==> src/rtl/ikaopll_lfo_pkg.sv <==
// Shared IKAOPLL LFO constants and types.
// Latency: n/a (declarations only).
// Backpressure: n/a.
package ikaopll_lfo_pkg;

  localparam int         LFO_PM_PRESC_BITS = 10;
  localparam int         LFO_AM_PRESC_BITS = 6;
  localparam logic [6:0] LFO_AM_TOP        = 7'd105;

  // Direction of the AM triangle counter.
  typedef enum logic {
    LFO_UP   = 1'b0,
    LFO_DOWN = 1'b1
  } lfo_dir_t;

endpackage

==> src/rtl/ikaopll_lfo_if.sv <==
// Timing/test inputs and vibrato/tremolo outputs of the LFO stage.
// Latency: n/a (wiring only).
// Backpressure: none; the clock enable is the only pacing signal.
interface ikaopll_lfo_if;

  logic       i_phi1_NCEN_n;
  logic       i_CYCLE_00;
  logic [3:0] i_TEST;
  logic [2:0] o_PMVAL;
  logic [3:0] o_AMVAL;

  // Timing generator / test bench side.
  modport master (
    output i_phi1_NCEN_n,
    output i_CYCLE_00,
    output i_TEST,
    input  o_PMVAL,
    input  o_AMVAL
  );

  // LFO side.
  modport slave (
    input  i_phi1_NCEN_n,
    input  i_CYCLE_00,
    input  i_TEST,
    output o_PMVAL,
    output o_AMVAL
  );

endinterface

==> src/rtl/ikaopll_lfo_prescaler.sv <==
// Free-running WIDTH-bit tick prescaler emitting a wrap pulse on its all-ones tick.
// Latency: wrap_o is combinational from tick_i and the registered count.
// Backpressure: none; the count only moves on tick_i.
module ikaopll_lfo_prescaler #(
  parameter int WIDTH = 10
) (
  input  logic clk_i,
  input  logic rst_i,
  input  logic clr_i,
  input  logic tick_i,
  output logic wrap_o
);

  logic [WIDTH-1:0] cnt_q;
  logic [WIDTH-1:0] cnt_d;

  // Next count: clear wins over tick, count wraps naturally at its width.
  always_comb begin
    cnt_d = cnt_q;
    if (clr_i) begin
      cnt_d = '0;
    end else if (tick_i) begin
      cnt_d = cnt_q + {{(WIDTH-1){1'b0}}, 1'b1};
    end
  end

  // Count register with synchronous reset.
  always_ff @(posedge clk_i) begin
    if (rst_i) begin
      cnt_q <= '0;
    end else begin
      cnt_q <= cnt_d;
    end
  end

  // Wrap fires on the tick that takes the count from all-ones back to zero.
  assign wrap_o = tick_i & ~clr_i & (&cnt_q);

endmodule

==> src/rtl/ikaopll_lfo.sv <==
// LFO: PM sawtooth-index counter (vibrato) and AM triangle counter (tremolo).
// Latency: outputs registered; they move on the enabled edge carrying a prescaler wrap.
// Backpressure: none; all state holds while i_phi1_NCEN_n is high.
module ikaopll_lfo
  import ikaopll_lfo_pkg::*;
#(
  parameter int         PM_PRESC_BITS = LFO_PM_PRESC_BITS,
  parameter int         AM_PRESC_BITS = LFO_AM_PRESC_BITS,
  parameter logic [6:0] AM_TOP        = LFO_AM_TOP
) (
  input  logic          i_EMUCLK,
  input  logic          i_IC,
  ikaopll_lfo_if.slave  bus
);

  logic     enabled;
  logic     step_tick;
  logic     lfo_clr;
  logic     presc_tick;
  logic     pm_wrap;
  logic     am_wrap;
  logic     unused_test;

  logic [2:0] pm_cnt_q, pm_cnt_d;
  logic [6:0] am_cnt_q, am_cnt_d;
  lfo_dir_t   am_dir_q, am_dir_d;

  // TEST[3] turns every enabled slot into a step; TEST[1] holds everything cleared.
  assign enabled     = ~bus.i_phi1_NCEN_n;
  assign step_tick   = enabled & (bus.i_CYCLE_00 | bus.i_TEST[3]);
  assign lfo_clr     = enabled & bus.i_TEST[1];
  assign presc_tick  = step_tick & ~lfo_clr;
  assign unused_test = bus.i_TEST[2] ^ bus.i_TEST[0];

  ikaopll_lfo_prescaler #(.WIDTH(PM_PRESC_BITS)) u_pm_presc (
    .clk_i  (i_EMUCLK),
    .rst_i  (i_IC),
    .clr_i  (lfo_clr),
    .tick_i (presc_tick),
    .wrap_o (pm_wrap)
  );

  ikaopll_lfo_prescaler #(.WIDTH(AM_PRESC_BITS)) u_am_presc (
    .clk_i  (i_EMUCLK),
    .rst_i  (i_IC),
    .clr_i  (lfo_clr),
    .tick_i (presc_tick),
    .wrap_o (am_wrap)
  );

  // PM index: plain modulo-8 step on every PM prescaler wrap.
  always_comb begin
    pm_cnt_d = pm_cnt_q;
    if (lfo_clr) begin
      pm_cnt_d = 3'd0;
    end else if (pm_wrap) begin
      pm_cnt_d = pm_cnt_q + 3'd1;
    end
  end

  // AM triangle: turn around on reaching either end so each end value lasts one step.
  always_comb begin
    am_cnt_d = am_cnt_q;
    am_dir_d = am_dir_q;
    if (lfo_clr) begin
      am_cnt_d = 7'd0;
      am_dir_d = LFO_UP;
    end else if (am_wrap) begin
      if (am_dir_q == LFO_UP) begin
        am_cnt_d = am_cnt_q + 7'd1;
        if (am_cnt_d == AM_TOP) begin
          am_dir_d = LFO_DOWN;
        end
      end else begin
        am_cnt_d = am_cnt_q - 7'd1;
        if (am_cnt_d == 7'd0) begin
          am_dir_d = LFO_UP;
        end
      end
    end
  end

  // Counter/direction registers; reset overrides every other condition.
  always_ff @(posedge i_EMUCLK) begin
    if (i_IC) begin
      pm_cnt_q <= 3'd0;
      am_cnt_q <= 7'd0;
      am_dir_q <= LFO_UP;
    end else begin
      pm_cnt_q <= pm_cnt_d;
      am_cnt_q <= am_cnt_d;
      am_dir_q <= am_dir_d;
    end
  end

  assign bus.o_PMVAL = pm_cnt_q;
  assign bus.o_AMVAL = am_cnt_q[6:3];

endmodule

==> src/flat_wrapper.sv <==
// flat-port wrapper written by rule: the top's interface ports become plain ports
module ikaopll_lfo_flat import ikaopll_lfo_pkg::*;
#(
  parameter int         PM_PRESC_BITS = LFO_PM_PRESC_BITS,
  parameter int         AM_PRESC_BITS = LFO_AM_PRESC_BITS,
  parameter logic [6:0] AM_TOP        = LFO_AM_TOP
)
  (i_EMUCLK, i_IC, bus_i_phi1_NCEN_n, bus_i_CYCLE_00, bus_i_TEST, bus_o_PMVAL, bus_o_AMVAL);
  ikaopll_lfo_if bus_i ();
  input  logic i_EMUCLK;
  input  logic i_IC;
  input wire logic [$bits(bus_i.i_phi1_NCEN_n)-1:0] bus_i_phi1_NCEN_n;
  input wire logic [$bits(bus_i.i_CYCLE_00)-1:0] bus_i_CYCLE_00;
  input wire logic [$bits(bus_i.i_TEST)-1:0] bus_i_TEST;
  output wire logic [$bits(bus_i.o_PMVAL)-1:0] bus_o_PMVAL;
  output wire logic [$bits(bus_i.o_AMVAL)-1:0] bus_o_AMVAL;
  assign bus_i.i_phi1_NCEN_n = bus_i_phi1_NCEN_n;
  assign bus_i.i_CYCLE_00 = bus_i_CYCLE_00;
  assign bus_i.i_TEST = bus_i_TEST;
  assign bus_o_PMVAL = bus_i.o_PMVAL;
  assign bus_o_AMVAL = bus_i.o_AMVAL;
  ikaopll_lfo #(.PM_PRESC_BITS(PM_PRESC_BITS), .AM_PRESC_BITS(AM_PRESC_BITS), .AM_TOP(AM_TOP)) u_core (.i_EMUCLK(i_EMUCLK), .i_IC(i_IC), .bus(bus_i));
endmodule
==> config.mk <==
export PLATFORM = sky130hd
export DESIGN_NAME = ikaopll_lfo_flat
export DESIGN_NICKNAME = d
export VERILOG_FILES = /design/src/rtl/ikaopll_lfo_pkg.sv /design/src/rtl/ikaopll_lfo_if.sv /design/src/rtl/ikaopll_lfo_prescaler.sv /design/src/rtl/ikaopll_lfo.sv /design/src/flat_wrapper.sv
export SDC_FILE = /design/constraint.sdc
export NUM_CORES = 1
export LEC_CHECK = 0
export CAP_MARGIN = 20
export CELL_PAD_IN_SITES_DETAIL_PLACEMENT = 0
export CELL_PAD_IN_SITES_GLOBAL_PLACEMENT = 1
export CORE_MARGIN = 4
export CORE_UTILIZATION = 50
export CTS_CLUSTER_DIAMETER = 120
export DETAILED_ROUTE_END_ITERATION = 8
export DONT_BUFFER_PORTS = 1
export GPL_ROUTABILITY_DRIVEN = 0
export PLACE_DENSITY_LB_ADDON = 0.1
export SLEW_MARGIN = 30
export SYNTH_ARGS = -nofsm -noshare
export SYNTH_HDL_FRONTEND = slang
export SYNTH_SLANG_ARGS = --single-unit
==> constraint.sdc <==
create_clock -name i_EMUCLK -period 4.6 [get_ports i_EMUCLK]
set_input_delay 0.46 -clock i_EMUCLK [delete_from_list [all_inputs] [get_ports i_EMUCLK]]
set_output_delay 0.46 -clock i_EMUCLK [all_outputs]
set_load 0.05 [all_outputs]
==> key figures <==
Floorplanning
  • Die width: 64.9 um
  • Rows: 20
  • Die area: 4210 um2
  • DIE HEIGHT: 64.9 um
  • Top Ports: 15
  • Initial Util: 52.6%
  • CORE AREA: 3080 um2

Layout
  • NumNets Final: 199
  • Share of cells above drive strength 1: 3.26%
  • Filler cell count: 294
  • Area Overhead vs Synth: -0.696%
  • Final Util: 52.2%
  • Antenna Cells: 0

Synthesis
  • Post-synthesis cell type count: 46
  • Post-synthesis sequential area ratio: 33.4%
  • Post-Syn Area: 1620 um2
  • Post-synth ARST share: 0%
  • Avg Cell Area, Syn: 8.18 um2
  • Ys Warns: 0
  • #FFs+latches synth: 27
  • Post-Synthesis Cells: 198
  • Post-synth EDFFs: 0
  • Most common flop cell mapped by yosys: dfxtp_1
  • Syn nets: 212

CTS
  • Clk_lat worst skew: 0.32 ns
  • Clock buffer depth: 2
  • Post-CTS Setup Inserts: 0
  • Post-CTS Resized: 0
  • CTS Root Cell: clkbuf_4
  • Reg clk slew, reported paths: 0.15 ns
  • Total CTS buffers: 3
  • Hold_buf cts: 0
  • Htree depth: 1
  • CTS tree: yes
  • CTS sink count: 27

Drt
  • Wirelength per Cell: 13.7 um
  • Avg Vias per Cell: 5.82
  • Total number of vias: 1328
  • DR pass1 iterations: 4
  • Iter 0 DRT Violations: 93
  • DRC: 0
  • Final wirelength: 3120 um
  • Routed Antenna Nets: 0

Critical path
  • Critical Path RT: 4.86 ns
  • Critical Path AT: 2.26 ns
  • Kind of critical path: flop to flop
  • CP Capture Type: flop
  • Crit Path Max Fanout: 14
  • Startpoint Class: flop
  • R2R depth: 4

STA
  • RSZ-0062 raised after global routing: false
  • Setup violators final: 0
  • Worst slew pin tran: 0.876 ns
  • Slew margin rel.: 41.5%
  • Tcrit/Tclk final: 43.4%
  • Final Max Slew Viols: 0
  • TNS Setup: 0 ns
  • Hold Vio Cnt, Final: 0
  • Fin crit period: 2.00 ns
  • Fin worst setup slack: 2.60 ns
  • Clock Skew: 0.00778 ns
  • Fmax: 500 MHz

Placed design
  • Pre-CTS setup slack: 2.62 ns
  • DPL Wire Length: 2260 um
  • IO Port Bufs: 0

GRT
  • First-pass GRT wire length: 5400 um
  • Number of global-route vias before repair: 1211
  • GR Overflow Total: 0
  • Largest net degree at the start of global routing: 26
  • Gr usage total: 15.9%
  • Number of antenna violations at the first check in global routing: 0

Power and ir drop
  • Pleak: 0.515 nW
  • Pwr/cell area: 220 nW/um2
  • Total Power: 354 uW
  • Worst ir drop on vdd: 0.102 mV

Worst hold path
  • HP Class: input pin to flop
  • Hold-critical path depth: 2

Run status
  • Status: complete, no violations

Flow run
  • Max cap viols: 0
power by group:
part	internal (mW)	switching (mW)	leakage, nW
Combinational	0.00359	0.0111	0.282
Clock	0.0340	0.0693	0.0150
Sequential	0.235	0.00112	0.218
kinds of logic after synthesis:
group / share of synthesized area [%]
buffers and inverters: 7.11
flip-flops: 33.4
XOR/XNOR: 8.11
adder cells (fa/ha/maj): 4.64
AND/OR/NAND/NOR: 29.3
AO/OA/AOI/OAI: 17.5
sequential cells by signal, summed over array words and instances, names as in the netlist:
signal,count
u_core.u_am_presc.cnt_q,6
u_core.am_dir_q,1
u_core.bus.o_PMVAL,3
u_core.am_cnt_q,7
u_core.u_pm_presc.cnt_q,10
cell usage after synthesis, types with 2 or more instances:
| library cell | count | area share (%) |
|---|---|---|
| dfxtp_1 | 27 | 33 |
| nor2_1 | 17 | 3.9 |
| a21oi_1 | 14 | 4.3 |
| nand3_1 | 11 | 3.4 |
| clkbuf_1 | 10 | 2.3 |
| xnor2_1 | 10 | 5.4 |
| nand2_1 | 7 | 1.6 |
| ha_1 | 6 | 4.6 |
| o31ai_1 | 6 | 2.8 |
| or4_1 | 6 | 2.8 |
| inv_1 | 5 | 1.2 |
| nor4b_1 | 5 | 2.7 |
| o21ai_0 | 5 | 1.5 |
| or3_1 | 5 | 1.9 |
| xor2_1 | 5 | 2.7 |
| a31oi_1 | 4 | 1.5 |
| buf_4 | 4 | 1.9 |
| nand4_1 | 4 | 1.5 |
| o21ai_1 | 4 | 1.2 |
| and2_1 | 3 | 1.2 |
| and3_1 | 3 | 1.2 |
| nand3b_1 | 3 | 1.4 |
| nor3_1 | 3 | 0.93 |
| a211oi_1 | 2 | 0.93 |
| buf_2 | 2 | 0.62 |
| nor2b_1 | 2 | 0.77 |
| nor4_1 | 2 | 0.77 |
| nor4bb_1 | 2 | 1.2 |
| o211ai_1 | 2 | 0.93 |
| o21a_1 | 2 | 0.93 |
| or2_1 | 2 | 0.77 |
metrics by stage:
stage / area, um2 / cells / hold WS, ns
global placement: 1580 / 224 / 0.468
finish: 1610 / 228 / 0.304
global route: 1610 / 228 / 0.304
floorplan: 1620 / 198 / 0.459
CTS: 1610 / 228 / 0.303
detailed placement: 1580 / 224 / 0.484
critical path: stages, from the launching register on:
cell     delay (ns)
dfxtp_1        0.92
nand3_1        0.20
o22a_1         0.27
or4_1          0.40
a21oi_1        0.14
worst paths after layout:
path / startpoint / end / slack, ns
max reg2reg: u_core.am_cnt_q[3] / u_core.am_cnt_q[6] / 2.60
min reg2reg: u_core.u_pm_presc.cnt_q[8] / u_core.u_pm_presc.cnt_q[8] / 0.50
min: i_IC / u_core.bus.o_PMVAL[1] / 0.30
max: u_core.am_cnt_q[3] / u_core.am_cnt_q[6] / 2.60
metal layers:
layer | part of all wire, % | wire (um) | up-vias | GRT usage, %
met5 | 0 | 0 | - | 0
met4 | 0.99 | 31 | 0 | 4.75
met3 | 5.2 | 163 | 4 | 3.47
met2 | 43 | 1340 | 26 | 25.3
met1 | 51 | 1580 | 612 | 21.3
li1 | - | - | 686 | -
layout by cell type (no fill, tap or decap), types with 3 or more instances in the layout:
cell type,n
o21ai_1,4
or4_1,6
nor2_1,17
nand2_1,7
ha_1,6
xnor2_1,10
xor2_1,5
o21ai_0,5
and3_1,3
nand4_1,4
clkbuf_4,3
dfxtp_1,27
a21oi_1,14
nand3b_1,3
nor4b_1,5
a31oi_1,4
or3_1,5
and2_1,3
nand3_1,11
nor3_1,3
o31ai_1,6
inv_1,5
cell type report:
class                   instances  area, um2  area share, %
well taps                      44       55.1           3.42
inverters                       6       22.5           1.40
clock buffers                   4       26.3           1.63
flip-flops and latches         27        541           33.6
multi-input cells             147        963           59.9
No activity file was read; power rests on OpenSTA's default activity.
